## config.mk

```make
export PLATFORM = sky130hd
export DESIGN_NAME = cordic_angle_prep
export DESIGN_NICKNAME = d
export VERILOG_FILES = /design/src/rtl/cordic_pkg.sv /design/src/rtl/cordic_angle_reduce.sv /design/src/rtl/cordic_angle_prep.sv
export SDC_FILE = /design/constraint.sdc
export NUM_CORES = 1
export LEC_CHECK = 0
export ABC_AREA = 1
export BUFFER_PORTS_ARGS = -buffer_cell sky130_fd_sc_hd__buf_2
export CAP_MARGIN = 25
export CORE_AREA = 2 2 165 167
export CTS_CLUSTER_SIZE = 25
export DETAILED_ROUTE_END_ITERATION = 6
export DIE_AREA = 0 0 167 169
export GPL_TIMING_DRIVEN = 1
export PLACE_DENSITY = 0.82
export RECOVER_POWER = 25
export SYNTH_ARGS = -nofsm -noshare
export SYNTH_HDL_FRONTEND = slang
export SYNTH_SLANG_ARGS = --single-unit
```

## constraint.sdc

```tcl
create_clock -name clk -period 5.3 [get_ports clk]
set_clock_uncertainty 0.05 [all_clocks]
set_input_delay 0.265 -clock clk [delete_from_list [all_inputs] [get_ports clk]]
set_output_delay 0.265 -clock clk [all_outputs]
set_load 0.01 [all_outputs]
```

## src/rtl/cordic_pkg.sv

```systemverilog
// Shared constants, mode encodings and FSM states for the cordic angle-prep slice.
// Optional feature macro: CORDIC_PREP_DEG_EN (angle input in degrees).
package cordic_pkg;

    localparam int TWO_PI  = 411775;
    localparam int PI      = 205887;
    localparam int HALF_PI = 102944;

    localparam int DEG_360 = 23592960;
    localparam int DEG_180 = 11796480;
    localparam int DEG_90  = 5898240;
    localparam int DEG2RAD = 1144;

`ifdef CORDIC_PREP_DEG_EN
    localparam int RED_FULL    = DEG_360;
    localparam int RED_HALF    = DEG_180;
    localparam int RED_QUARTER = DEG_90;
`else
    localparam int RED_FULL    = TWO_PI;
    localparam int RED_HALF    = PI;
    localparam int RED_QUARTER = HALF_PI;
`endif

    localparam logic       MODE_ROTATION  = 1'b0;
    localparam logic [1:0] COORD_CIRCULAR = 2'b01;

    typedef enum logic [2:0] {
        ST_IDLE,
        ST_REDUCE,
        ST_FOLD,
        ST_CONV,
        ST_ISSUE,
        ST_WAIT,
        ST_DONE
    } prep_state_e;

endpackage

```

## src/rtl/cordic_angle_reduce.sv

```systemverilog
// Restoring argument reduction of |angle| into one turn, then fold into [-quarter, +quarter].
// Turn constants switch to degrees when CORDIC_PREP_DEG_EN is defined.
module cordic_angle_reduce
    import cordic_pkg::*;
#(
    parameter int WIDTH     = 32,
    parameter int RED_STEPS = 13,
    parameter int KW        = 4
) (
    input  logic                    clk,
    input  logic                    rst,
    input  logic                    load,
    input  logic signed [WIDTH-1:0] angle,
    input  logic                    step,
    input  logic [KW-1:0]           step_k,
    output logic signed [WIDTH-1:0] z,
    output logic                    flip
);

    // Compare width leaves room for the full turn shifted by the largest step in either unit.
    localparam int CW = WIDTH + RED_STEPS;

    localparam logic signed [WIDTH-1:0] C_FULL    = WIDTH'(RED_FULL);
    localparam logic signed [WIDTH-1:0] C_HALF    = WIDTH'(RED_HALF);
    localparam logic signed [WIDTH-1:0] C_QUARTER = WIDTH'(RED_QUARTER);
    localparam logic signed [WIDTH-1:0] C_MIN     = {1'b1, {(WIDTH-1){1'b0}}};
    localparam logic signed [WIDTH-1:0] C_MAX     = {1'b0, {(WIDTH-1){1'b1}}};

    logic [WIDTH-1:0]        mag;
    logic                    sign;
    logic [WIDTH-1:0]        abs_angle;
    logic [CW-1:0]           step_sub;
    logic                    step_take;
    logic signed [WIDTH-1:0] r_wrap;

    always_comb begin
        abs_angle = angle;
        if (angle == C_MIN) begin
            abs_angle = C_MAX;
        end else if (angle[WIDTH-1]) begin
            abs_angle = -angle;
        end
        step_sub  = CW'(C_FULL) << step_k;
        step_take = CW'(mag) >= step_sub;
    end

    always_ff @(posedge clk or negedge rst) begin
        if (!rst) begin
            mag  <= '0;
            sign <= 1'b0;
        end else if (load) begin
            mag  <= abs_angle;
            sign <= angle[WIDTH-1];
        end else if (step && step_take) begin
            mag <= mag - step_sub[WIDTH-1:0];
        end
    end

    // Restore the sign in [0, turn), recentre to [-half, half), then mirror into the quarter range.
    always_comb begin
        r_wrap = $signed(mag);
        z      = '0;
        flip   = 1'b0;
        if (sign) begin
            r_wrap = (mag == '0) ? '0 : C_FULL - $signed(mag);
        end
        if (r_wrap >= C_HALF) begin
            r_wrap = r_wrap - C_FULL;
        end
        if (r_wrap > C_QUARTER) begin
            z    = C_HALF - r_wrap;
            flip = 1'b1;
        end else if (r_wrap < -C_QUARTER) begin
            z    = -C_HALF - r_wrap;
            flip = 1'b1;
        end else begin
            z = r_wrap;
        end
    end

endmodule

```

## src/rtl/cordic_angle_prep.sv

```systemverilog
// Sequencer around the cordic core: reduce angle, issue rotation, fix up quadrant sign.
// Define CORDIC_PREP_DEG_EN to accept degrees (adds a CONV state before ISSUE).
module cordic_angle_prep
    import cordic_pkg::*;
#(
    parameter int WIDTH     = 32,
    parameter int FRAC      = 16,
    parameter int RED_STEPS = 13
) (
    input  logic                    clk,
    input  logic                    rst,
    input  logic                    in_valid,
    output logic                    in_ready,
    input  logic signed [WIDTH-1:0] angle_in,
    output logic                    cordic_en,
    output logic                    cordic_mode_op,
    output logic [1:0]              cordic_mode_coord,
    output logic signed [WIDTH-1:0] cordic_x,
    output logic signed [WIDTH-1:0] cordic_y,
    output logic signed [WIDTH-1:0] cordic_z,
    input  logic signed [WIDTH-1:0] cordic_xo,
    input  logic signed [WIDTH-1:0] cordic_yo,
    input  logic                    cordic_valid,
    output logic signed [WIDTH-1:0] cos_out,
    output logic signed [WIDTH-1:0] sin_out,
    output logic                    out_valid,
    input  logic                    out_ready
);

    localparam int KW = (RED_STEPS > 1) ? $clog2(RED_STEPS) : 1;
    localparam logic signed [WIDTH-1:0] ONE = WIDTH'(1) << FRAC;

    prep_state_e             state;
    prep_state_e             state_next;
    logic [KW-1:0]           step_k;
    logic                    flip_q;
    logic signed [WIDTH-1:0] fold_z;
    logic                    fold_flip;
    logic                    accept;

    assign accept            = (state == ST_IDLE) && in_valid;
    assign cordic_mode_op    = MODE_ROTATION;
    assign cordic_mode_coord = COORD_CIRCULAR;
    assign cordic_x          = ONE;
    assign cordic_y          = '0;

    cordic_angle_reduce #(
        .WIDTH     (WIDTH),
        .RED_STEPS (RED_STEPS),
        .KW        (KW)
    ) u_reduce (
        .clk    (clk),
        .rst    (rst),
        .load   (accept),
        .angle  (angle_in),
        .step   (state == ST_REDUCE),
        .step_k (step_k),
        .z      (fold_z),
        .flip   (fold_flip)
    );

    always_ff @(posedge clk or negedge rst) begin
        if (!rst) begin
            state <= ST_IDLE;
        end else begin
            state <= state_next;
        end
    end

    always_comb begin
        state_next = state;
        in_ready   = 1'b0;
        cordic_en  = 1'b0;
        out_valid  = 1'b0;
        case (state)
            ST_IDLE: begin
                in_ready = 1'b1;
                if (in_valid) state_next = ST_REDUCE;
            end
            ST_REDUCE: begin
                if (step_k == '0) state_next = ST_FOLD;
            end
`ifdef CORDIC_PREP_DEG_EN
            ST_FOLD:  state_next = ST_CONV;
            ST_CONV:  state_next = ST_ISSUE;
`else
            ST_FOLD:  state_next = ST_ISSUE;
`endif
            ST_ISSUE: begin
                cordic_en  = 1'b1;
                state_next = ST_WAIT;
            end
            ST_WAIT: begin
                if (cordic_valid) state_next = ST_DONE;
            end
            ST_DONE: begin
                out_valid = 1'b1;
                if (out_ready) state_next = ST_IDLE;
            end
            default: state_next = ST_IDLE;
        endcase
    end

`ifdef CORDIC_PREP_DEG_EN
    logic signed [2*WIDTH-1:0] conv_prod;
    logic signed [2*WIDTH-1:0] conv_shift;
    assign conv_prod  = (2*WIDTH)'(cordic_z) * (2*WIDTH)'(DEG2RAD);
    assign conv_shift = conv_prod >>> FRAC;
`endif

    // cordic_z is only written in FOLD/CONV, so it stays put through ISSUE and WAIT.
    always_ff @(posedge clk or negedge rst) begin
        if (!rst) begin
            step_k   <= '0;
            cordic_z <= '0;
            flip_q   <= 1'b0;
            cos_out  <= '0;
            sin_out  <= '0;
        end else begin
            if (accept) begin
                step_k <= KW'(RED_STEPS - 1);
            end else if (state == ST_REDUCE && step_k != '0) begin
                step_k <= step_k - 1'b1;
            end
            if (state == ST_FOLD) begin
                cordic_z <= fold_z;
                flip_q   <= fold_flip;
            end
`ifdef CORDIC_PREP_DEG_EN
            if (state == ST_CONV) begin
                cordic_z <= conv_shift[WIDTH-1:0];
            end
`endif
            if (state == ST_WAIT && cordic_valid) begin
                cos_out <= flip_q ? -cordic_xo : cordic_xo;
                sin_out <= cordic_yo;
            end
        end
    end

endmodule

```

Yosys cells after proc, flatten, opt, wreduce, memory -nomap -nowiden
Index checks and enable logic that the tools add are counted.
- register bits: 137
- bits of input ports: 101
- output and inout bits: 166
- logic and storage cells: 64
- add/subtract/negate cells: 8
- order comparisons: 4
- equal/unequal tests: 10
- shifts and indexed selects: 1
- multiplexer cells: 22
- reduce and logical (&&, ||, !) cells: 11
- operator list (cell ; number):
    32-bit 2-to-1 mux ; 10
    19-bit by 32-bit subtractor with 32-bit output, first input constant ; 3
    32-bit negator ; 2
    32-bit by 45-bit >= comparator with 1-bit output ; 1
    19-bit by 4-bit << shifter with 45-bit output, first input constant ; 1
    32-bit == test, second input constant ; 1
    32-bit by 19-bit >= comparator with 1-bit output, second input constant ; 1
    32-bit by 18-bit greater-than comparator with 1-bit output, second input constant ; 1
    32-bit logical NOT ; 1
    32-bit by 18-bit less-than comparator with 1-bit output, second input constant ; 1
    32-bit by 20-bit subtractor with 32-bit output, second input constant ; 1
    32-bit subtractor ; 1
    3-bit case mux with 6 select lines ; 1
    3-bit 2-to-1 mux ; 4
    3-bit == test, second input constant ; 3
    4-bit 2-to-1 mux ; 2
    2-bit inequality test, second input constant ; 4
    1-bit 2-to-1 mux ; 5
    1-bit logical AND ; 4
    4-bit logical NOT ; 1
    4-bit AND reduction ; 1
    2-bit nonzero test ; 2
    4-bit nonzero test ; 1
    4-bit by 1-bit subtractor with 4-bit output, second input constant ; 1
    other kinds (3) ; 3

Logic depth before layout (Yosys ltp)
Gate-level depths: netlist of run 1.
- depth in word-level cells: 8
- gate-level depth with buffers: 40
- depth with buffers taken out: 37

Cells and area by module
Synthesis of run 1 repeated with hierarchy kept, for this count alone.
- cells, all modules: 2646
- area total of the unflattened synthesis: 16015.4 µm²
- modules (own cells, without submodules) (module ; times used ; cells an instance ; area each (µm²) ; sequential area each (µm²)):
    cordic_angle_reduce ; 1 ; 1989 ; 10393.7 ; 825.8
    cordic_angle_prep ; 1 ; 657 ; 5621.6 ; 2602.5

Worst setup path after synthesis of run 1
No wires, ideal clock.
- path type: register to register
- from: reg step_k[2]
- to: reg u_reduce.mag[30]
- setup time: 66 ps
- arrival time: 4006 ps
- data required time: 5184 ps
- setup slack: 1178 ps
- stages on the path, launching flop included: 30
- buffers on the path: 1
- clock period less this slack: 4122 ps
- cells stage by stage: dfrtp_1 > clkbuf_1 > inv_1 > ha_1 > inv_1 > nor2_1 > ha_1 > fa_1 > o21ai_0 > nand3_1 > nand2_1 > nand3_1 > nand2_1 > inv_1 > o21ai_0 > nand2_1 > o211ai_1 > nand2_1 > nand2_1 > nand2_1 > nand2_1 > inv_1 > o21ai_0 > a21boi_0 > o21ai_0 > xor2_1 > nand2_1 > nand2_1 > nand2_1 > nand2_1
- longest elaborated chain between the ends: 4
- elaborated cells between the ends (all ways): 7
- those cells by class: 1 x add/sub; 1 x order compare; 1 x shift; 2 x mux; 2 x reduce/logical
- ends and longest elaborated chain (what ; RTL line ; RTL):
    from (decl) ; cordic_angle_prep.sv:35 ; logic [KW-1:0] step_k;
    from (signal assigned) ; cordic_angle_prep.sv:121 ; step_k <= KW'(RED_STEPS - 1);
    from (signal assigned) ; cordic_angle_prep.sv:123 ; step_k <= step_k - 1'b1;
    19-bit by 4-bit << shifter with 45-bit output (*) ; cordic_angle_reduce.sv:43 ; step_sub = CW'(C_FULL) << step_k;
    32-bit subtractor / 32-bit by 45-bit >= comparator with 1-bit output (equally long branches) ; cordic_angle_reduce.sv:55, cordic_angle_reduce.sv:44 ;
    32-bit 2-to-1 mux / 1-bit logical AND (equally long branches) ; cordic_angle_reduce.sv:54 ; end else if (step && step_take) begin
    32-bit 2-to-1 mux / 2-bit nonzero test (equally long branches) ; n/a ;
    to (signal assigned) ; cordic_angle_reduce.sv:52 ; mag <= abs_angle;
    to (signal assigned) ; cordic_angle_reduce.sv:55 ; mag <= mag - step_sub[WIDTH-1:0];
    to (decl) ; cordic_angle_reduce.sv:29 ; logic [WIDTH-1:0] mag;
Every way passes the cells marked *; elsewhere a longest branch is shown, timed or not. The select of a mux whose other input is x is not followed.
A chain may end at the register's enable or synchronous reset.

Worst setup path in the final report of run 1
- from: reg u_reduce.mag[24]
- to: reg cordic_z[20]
- longest elaborated chain between the ends: 8
- elaborated cells between the ends (all ways): 13
- those cells by class: 4 x add/sub; 3 x order compare; 5 x mux; 1 x reduce/logical
- ends and longest elaborated chain (what ; RTL line ; RTL):
    19-bit by 32-bit subtractor with 32-bit output / 32-bit logical NOT (equally long branches) ; cordic_angle_reduce.sv:65 ; r_wrap = (mag == '0) ? '0 : C_FULL - $signed(mag);
    32-bit 2-to-1 mux ; cordic_angle_reduce.sv:65 ;
    32-bit 2-to-1 mux (*) ; cordic_angle_reduce.sv:64 ; if (sign) begin
    32-bit by 19-bit >= comparator with 1-bit output / 32-bit by 20-bit subtractor with 32-bit output (equally long branches) ; cordic_angle_reduce.sv:67, cordic_angle_reduce.sv:68 ;
    32-bit 2-to-1 mux (*) ; cordic_angle_reduce.sv:67 ; if (r_wrap >= C_HALF) begin
    19-bit by 32-bit subtractor with 32-bit output / 32-bit by 18-bit less-than comparator with 1-bit output (equally long branches) ; cordic_angle_reduce.sv:74, cordic_angle_reduce.sv:73 ;
    32-bit 2-to-1 mux ; cordic_angle_reduce.sv:73 ; end else if (r_wrap < -C_QUARTER) begin
    32-bit 2-to-1 mux (*) ; cordic_angle_reduce.sv:70 ; if (r_wrap > C_QUARTER) begin
    to (signal assigned) ; cordic_angle_prep.sv:126 ; cordic_z <= fold_z;
    to (decl) ; cordic_angle_prep.sv:20 ; output logic signed [WIDTH-1:0] cordic_z,
Every way passes the cells marked *; elsewhere a longest branch is shown, timed or not.

==> results of run 1 <==
critical path, delay by kind of cell, from the launching register on:
kind / cells / cell delay, ns
simple gates: 27 / 3.37
fa+ha+maj: 1 / 0.23
flops: 1 / 0.46
buf+inv: 4 / 0.66
flip-flops by register name, summed over array words and instances, names as in the netlist:
register       flops
u_reduce.sign      1
flip_q             1
cordic_z          32
step_k             4
state              3
u_reduce.mag      32
cos_out           32
sin_out           32
kinds of logic after synthesis:
| family | after synthesis | share of synthesized area (%) |
|---|---|---|
| XOR/XNOR | 93 | 5.373 |
| flip-flops | 137 | 22.61 |
| AND/OR/NAND/NOR | 1645 | 46.35 |
| adder cells (fa/ha/maj) | 44 | 3.681 |
| AO/OA/AOI/OAI | 271 | 10.17 |
| buffers and inverters | 370 | 11.76 |
| other | 2 | 0.04954 |
cell usage in the layout, fill, tap and decap left out, types with 5 or more instances in the layout:
cell type      synthesis  final
dlygate4sd3_1          0     25
a21oi_1               83     83
nand3b_1              15     15
a22oi_1                5      5
o21ai_0              122    121
dfrtp_1              137    136
a21boi_0               5      5
o31ai_1                6      6
nor4_1                11     11
nand2_1              932    929
o211ai_1               6      6
o21ai_1                6      7
xor2_1                62     62
xnor2_1               31     31
and2_1                 6      6
nand2_2               23     26
nand3_1              250    250
clkbuf_1              38     37
nor2_2                11     12
inv_2                 10     11
ha_1                  43     43
nor2_1               279    276
nor3_2                 2      5
conb_1                 2     67
inv_1                214    214
buf_2                 16    161
nand4_1               51     51
inv_6                  0      5
clkbuf_16              0     17
a32oi_1               10     10
buf_4                 71     36
nor3_1                27     24
or2_2                 20     20
stage by stage:
step / instances / cell area (um^2) / hold WS, ns / worst slack [ns]
2_1_floorplan: 2627 / 15400 / -0.08059 / 1.178
3_3_place_gp: 3063 / 16230 / 0.3547 / 0.2945
3_5_place_dp: 3063 / 16230 / 0.3587 / 0.1824
4_1_cts: 3120 / 17080 / 0.003090 / 0.1615
5_1_grt: 3123 / 17130 / 0.006518 / 0.01563
6_report: 3123 / 17130 / -0.005280 / 0.3697
timing repair:
item	in CTS	in global routing
setup endpoints to repair	0	35
hold endpoints to repair	113	0
gates resized for setup	0	12
setup buffers	0	0
hold buffers	25	0
cell type report:
| class | instances | area (um^2) | area share (%) |
|---|---|---|---|
| flip-flops and latches | 137 | 3430 | 20.03 |
| clock buffers | 17 | 425.4 | 2.484 |
| inverters | 228 | 858.3 | 5.012 |
| repair buffers | 263 | 1538 | 8.979 |
| multi-input cells | 2122 | 10270 | 59.98 |
| clock inverters | 15 | 175.2 | 1.023 |
| well taps | 341 | 426.7 | 2.491 |
routing by layer:
layer	GRT usage [%]	vias up
li1	-	8555
met2	68.08	884
met4	25.07	0
met3	4.162	212
met5	0	-
met1	44.06	8230
worst paths after layout:
check	start	endpoint
worst min register to register	sin_out[21]$_DFFE_PN0P_	sin_out[21]$_DFFE_PN0P_
worst min-delay path	cordic_yo[13]	sin_out[13]$_DFFE_PN0P_
worst max-delay path	u_reduce.mag[24]$_DFFE_PN0P_	cordic_z[20]$_DFFE_PN0P_
min in group asynchronous	rst	cordic_z[8]$_DFFE_PN0P_
worst max register to register	u_reduce.mag[24]$_DFFE_PN0P_	cordic_z[20]$_DFFE_PN0P_
max in group asynchronous	rst	cordic_z[27]$_DFFE_PN0P_
==> flow_metrics.env, run 1 <==
export IMPL_grt_start_max_net_pins=97
export IMPL_cts_made_buffers=17
export IMPL_failed_checks="negative hold slack, max-capacitance violations, max-slew violations"
export IMPL_rows=60
export IMPL_drt_vias_per_instance=5.726
export IMPL_drt_met1_wl_um=20540
export IMPL_worstRegToRegCells=32
export IMPL_synth_edf_count=0
export IMPL_ys_types=60
export IMPL_n_antenna_cell=0
export IMPL_nFillCells=2586
export IMPL_hold_class="in2reg"
export IMPL_hold_viol_final=1
export IMPL_hpwl_um=43420
export IMPL_dr_pass1_iters=6
export IMPL_critPathLaunchType="flop"
export IMPL_fp_dieH_um=169
export IMPL_cpMostUsedCell="nand2_1"
export IMPL_status="complete, but fails checks"
export IMPL_final_max_slew_viol_count=91
export IMPL_path_class="reg2reg"
export IMPL_grt_pass1_vias=16800
export IMPL_syn_area_um2=15160
export IMPL_holdPathStages=3
export IMPL_drt_iter0_drc=1818
export IMPL_track_usage_pct=38.42
export IMPL_final_nets=2914
export IMPL_drt_total_wl_um=55800
export IMPL_highest_layer="met4"
export IMPL_port_buffer_count=199
export IMPL_ys_seq_area_share_pct=22.61
export IMPL_cp_end_kind="flop"
export IMPL_yosys_warnings=0
export IMPL_via_count=17880
export IMPL_layout_drive_gt1_share_pct=11.90
export IMPL_wl_per_cell_um=17.87
export IMPL_root_buffer="clkbuf_16"
export IMPL_cts_tree="done"
export IMPL_async_flop_share_pct=100.0
export IMPL_path_max_fanout=21
export IMPL_synth_area_per_cell_um2=5.917
export IMPL_max_freq_mhz=202.8
export IMPL_critical_path_max_stage_delay_ns=0.46
export IMPL_htreeDepth=4
export IMPL_tns_ns=0
export IMPL_arrival_ns=5.20
export IMPL_synth_top_area_cell="nand2_1"
export IMPL_routabilityCongestion=1.028
export IMPL_cp_slowest_cell="dfrtp_1"
export IMPL_synth_ff_type="dfrtp_1"
export IMPL_io_pins=267
export IMPL_synthTopCellsByCount="nand2_1 (932), nor2_1 (279), nand3_1 (250)"
export IMPL_fin_util_pct=64.62
export IMPL_worst_pin_slew_ns=2.393
export IMPL_clock_latency_ns=0.43
export IMPL_clk_pin_slew_ns=0.08
export IMPL_antenna_found_initial=0
export IMPL_min_period_ns=4.930
export IMPL_start_util_pct=57.20
export IMPL_whs_ns=-0.005280
export IMPL_wl_met2_um=27460
export IMPL_grt_pass1_wl_um=86960
export IMPL_dr_wl_met3_um=3817
export IMPL_post_route_drc_count=0
export IMPL_rsz0062_at_grt="false"
export IMPL_grt_overflow=0
export IMPL_core_area_um2=26500
export IMPL_cp_required_ns=5.57
export IMPL_cts_sinks=137
export IMPL_syn_to_final_growth_pct=12.97
export IMPL_clockBufferDepth=2
export IMPL_r2r_slack_ns=0.37
export IMPL_timing_final_crit_share_pct=93.03
export IMPL_dieArea_um2=28220
export IMPL_ys_seq_elements=137
export IMPL_synth_top_area_share_pct=23.08
export IMPL_maxCapViolations=1
export IMPL_syn_instance_count=2562
export IMPL_fp_dieW_um=167
export IMPL_synthTopCellsByArea="nand2_1 (23%), dfrtp_1 (23%), nand3_1 (8.3%)"
export IMPL_finalSetupViolCount=0
export IMPL_slew_headroom_pct=-59.51
export IMPL_yosysMostFrequentCell="nand2_1"
export IMPL_antenna_left=0
Power of run 1 is left out: the tool's default activity adds up to more than one toggle a clock period on the data nets, which glitch-free logic cannot reach.
==> run 2, diff against run 1 <==
--- a/config.mk
+++ b/config.mk
@@ -8,12 +8,12 @@
 export ABC_AREA = 1
 export BUFFER_PORTS_ARGS = -buffer_cell sky130_fd_sc_hd__buf_2
 export CAP_MARGIN = 25
-export CORE_AREA = 2 2 165 167
+export CORE_AREA = 2 2 174 176
 export CTS_CLUSTER_SIZE = 25
 export DETAILED_ROUTE_END_ITERATION = 6
-export DIE_AREA = 0 0 167 169
+export DIE_AREA = 0 0 176 178
 export GPL_TIMING_DRIVEN = 1
-export PLACE_DENSITY = 0.82
+export PLACE_DENSITY = 0.74
 export RECOVER_POWER = 25
 export SYNTH_ARGS = -nofsm -noshare
 export SYNTH_HDL_FRONTEND = slang
==> flow_metrics.env, run 2 (synthesized netlist as in run 1, its figures left out) <==
export IMPL_status="complete, but fails checks"
export IMPL_failed_checks="max-capacitance violations, max-slew violations"
export IMPL_slew_headroom_pct=-57.76
export IMPL_worst_pin_slew_ns=2.366
export IMPL_htreeDepth=4
export IMPL_arrival_ns=5.25
export IMPL_hpwl_um=43920
export IMPL_cp_slowest_cell="dfrtp_1"
export IMPL_rows=63
export IMPL_holdPathStages=3
export IMPL_clk_pin_slew_ns=0.08
export IMPL_via_count=17550
export IMPL_fin_util_pct=58.97
export IMPL_mostFrequentLayoutCells="nand2_1 (929), nor2_1 (273), nand3_1 (250)"
export IMPL_post_route_drc_count=0
export IMPL_cp_required_ns=5.58
export IMPL_port_buffer_count=199
export IMPL_cts_tree="done"
export IMPL_grt_start_max_net_pins=97
export IMPL_grt_pass1_vias=16620
export IMPL_timing_final_crit_share_pct=93.83
export IMPL_final_max_slew_viol_count=88
export IMPL_routabilityCongestion=1.007
export IMPL_dr_pass1_iters=6
export IMPL_multi_input_area_um2=10270
export IMPL_n_antenna_cell=0
export IMPL_track_usage_pct=34.99
export IMPL_worstRegToRegCells=32
export IMPL_min_period_ns=4.973
export IMPL_start_util_pct=51.56
export IMPL_fp_dieW_um=176
export IMPL_final_nets=2922
export IMPL_nFillCells=2997
export IMPL_cts_made_buffers=17
export IMPL_area_sequential_um2=3432
export IMPL_dieArea_um2=31330
export IMPL_syn_to_final_growth_pct=14.37
export IMPL_io_pins=267
export IMPL_critPathLaunchType="flop"
export IMPL_cpMostUsedCell="nand2_1"
export IMPL_clock_latency_ns=0.45
export IMPL_max_freq_mhz=201.1
export IMPL_critical_path_max_stage_delay_ns=0.49
export IMPL_hold_class="in2reg"
export IMPL_path_class="reg2reg"
export IMPL_finalSetupViolCount=0
export IMPL_drt_vias_per_instance=5.520
export IMPL_grt_pass1_wl_um=86320
export IMPL_cts_sinks=137
export IMPL_path_max_fanout=20
export IMPL_clockBufferDepth=2
export IMPL_fp_dieH_um=178
export IMPL_layout_commonest_cell="nand2_1"
export IMPL_grt_overflow=0
export IMPL_wl_per_cell_um=17.66
export IMPL_root_buffer="clkbuf_16"
export IMPL_antenna_left=0
export IMPL_antenna_found_initial=0
export IMPL_drt_total_wl_um=56150
export IMPL_layout_drive_gt1_share_pct=13.15
export IMPL_cp_end_kind="flop"
export IMPL_drt_iter0_drc=1209
export IMPL_hold_viol_final=0
export IMPL_core_area_um2=29400
export IMPL_maxCapViolations=1
## run 2: changes by cell type in the layout (fill, tap and decap cells not counted), moves of 3 or more
cell / delta
dlygate4sd3_1: +4
clkbuf_1: -28
nor2_1: -3
buf_4: +4
buf_2: +28
## run 2: layer usage
layer  vias up  GRT usage (%)  share of wire, %
met5         -              0                 0
met4         0          21.59               6.3
met3       179          4.497               5.3
met2       724          62.01                50
met1      8076          40.19                39
li1       8575              -                 -
## run 2: final timing paths
path	to	start	slack [ns]
min	sin_out[12]$_DFFE_PN0P_	cordic_yo[12]	0.03
max in group asynchronous	cos_out[23]$_DFFE_PN0P_	rst	2.42
max	cordic_z[26]$_DFFE_PN0P_	u_reduce.mag[10]$_DFFE_PN0P_	0.33
min in group asynchronous	cordic_z[10]$_DFFE_PN0P_	rst	0.99
min reg2reg	sin_out[30]$_DFFE_PN0P_	sin_out[30]$_DFFE_PN0P_	0.43
max reg2reg	cordic_z[26]$_DFFE_PN0P_	u_reduce.mag[10]$_DFFE_PN0P_	0.33
## run 2: cell type report
| class | count | area share (%) |
|---|---|---|
| Multi-Input combinational cell | 2122 | 59.24 |
| Tap cell | 390 | 2.814 |
| Sequential cell | 137 | 19.80 |
| Timing Repair Buffer | 271 | 9.425 |
| Clock inverter | 15 | 1.321 |
| Clock buffer | 17 | 2.454 |
| Inverter | 228 | 4.951 |
## run 2: what timing repair did
item	in CTS	in global routing
setup buffers	0	6
hold buffers	29	0
endpoints found under the hold margin	114	0
resized for setup	0	18
setup endpoints to repair	0	34
## run 2: worst max-delay path: cells and delay by family, from the launching register on
family	cells	cell delay [ns]
adders and majority gates	1	0.23
buffers and inverters	4	0.47
DFF	1	0.49
and+or+nand+nor	27	3.57
## run 2: per-stage QoR
stage               instances    TNS [ns]  instance area, um^2  hold slack, ns  setup WS, ns
floorplan                2627           0                15400        -0.08059         1.178
CTS                      3172           0                17240        0.003150        0.1473
finish                   3180           0                17340         0.02776        0.3270
detailed placement       3111           0                16290          0.3627        0.1619
global placement         3110           0                16260          0.3500        0.2584
global route             3180  -0.0001879                17340         0.02942    -0.0001879
Power of run 2 is left out for the same reason.
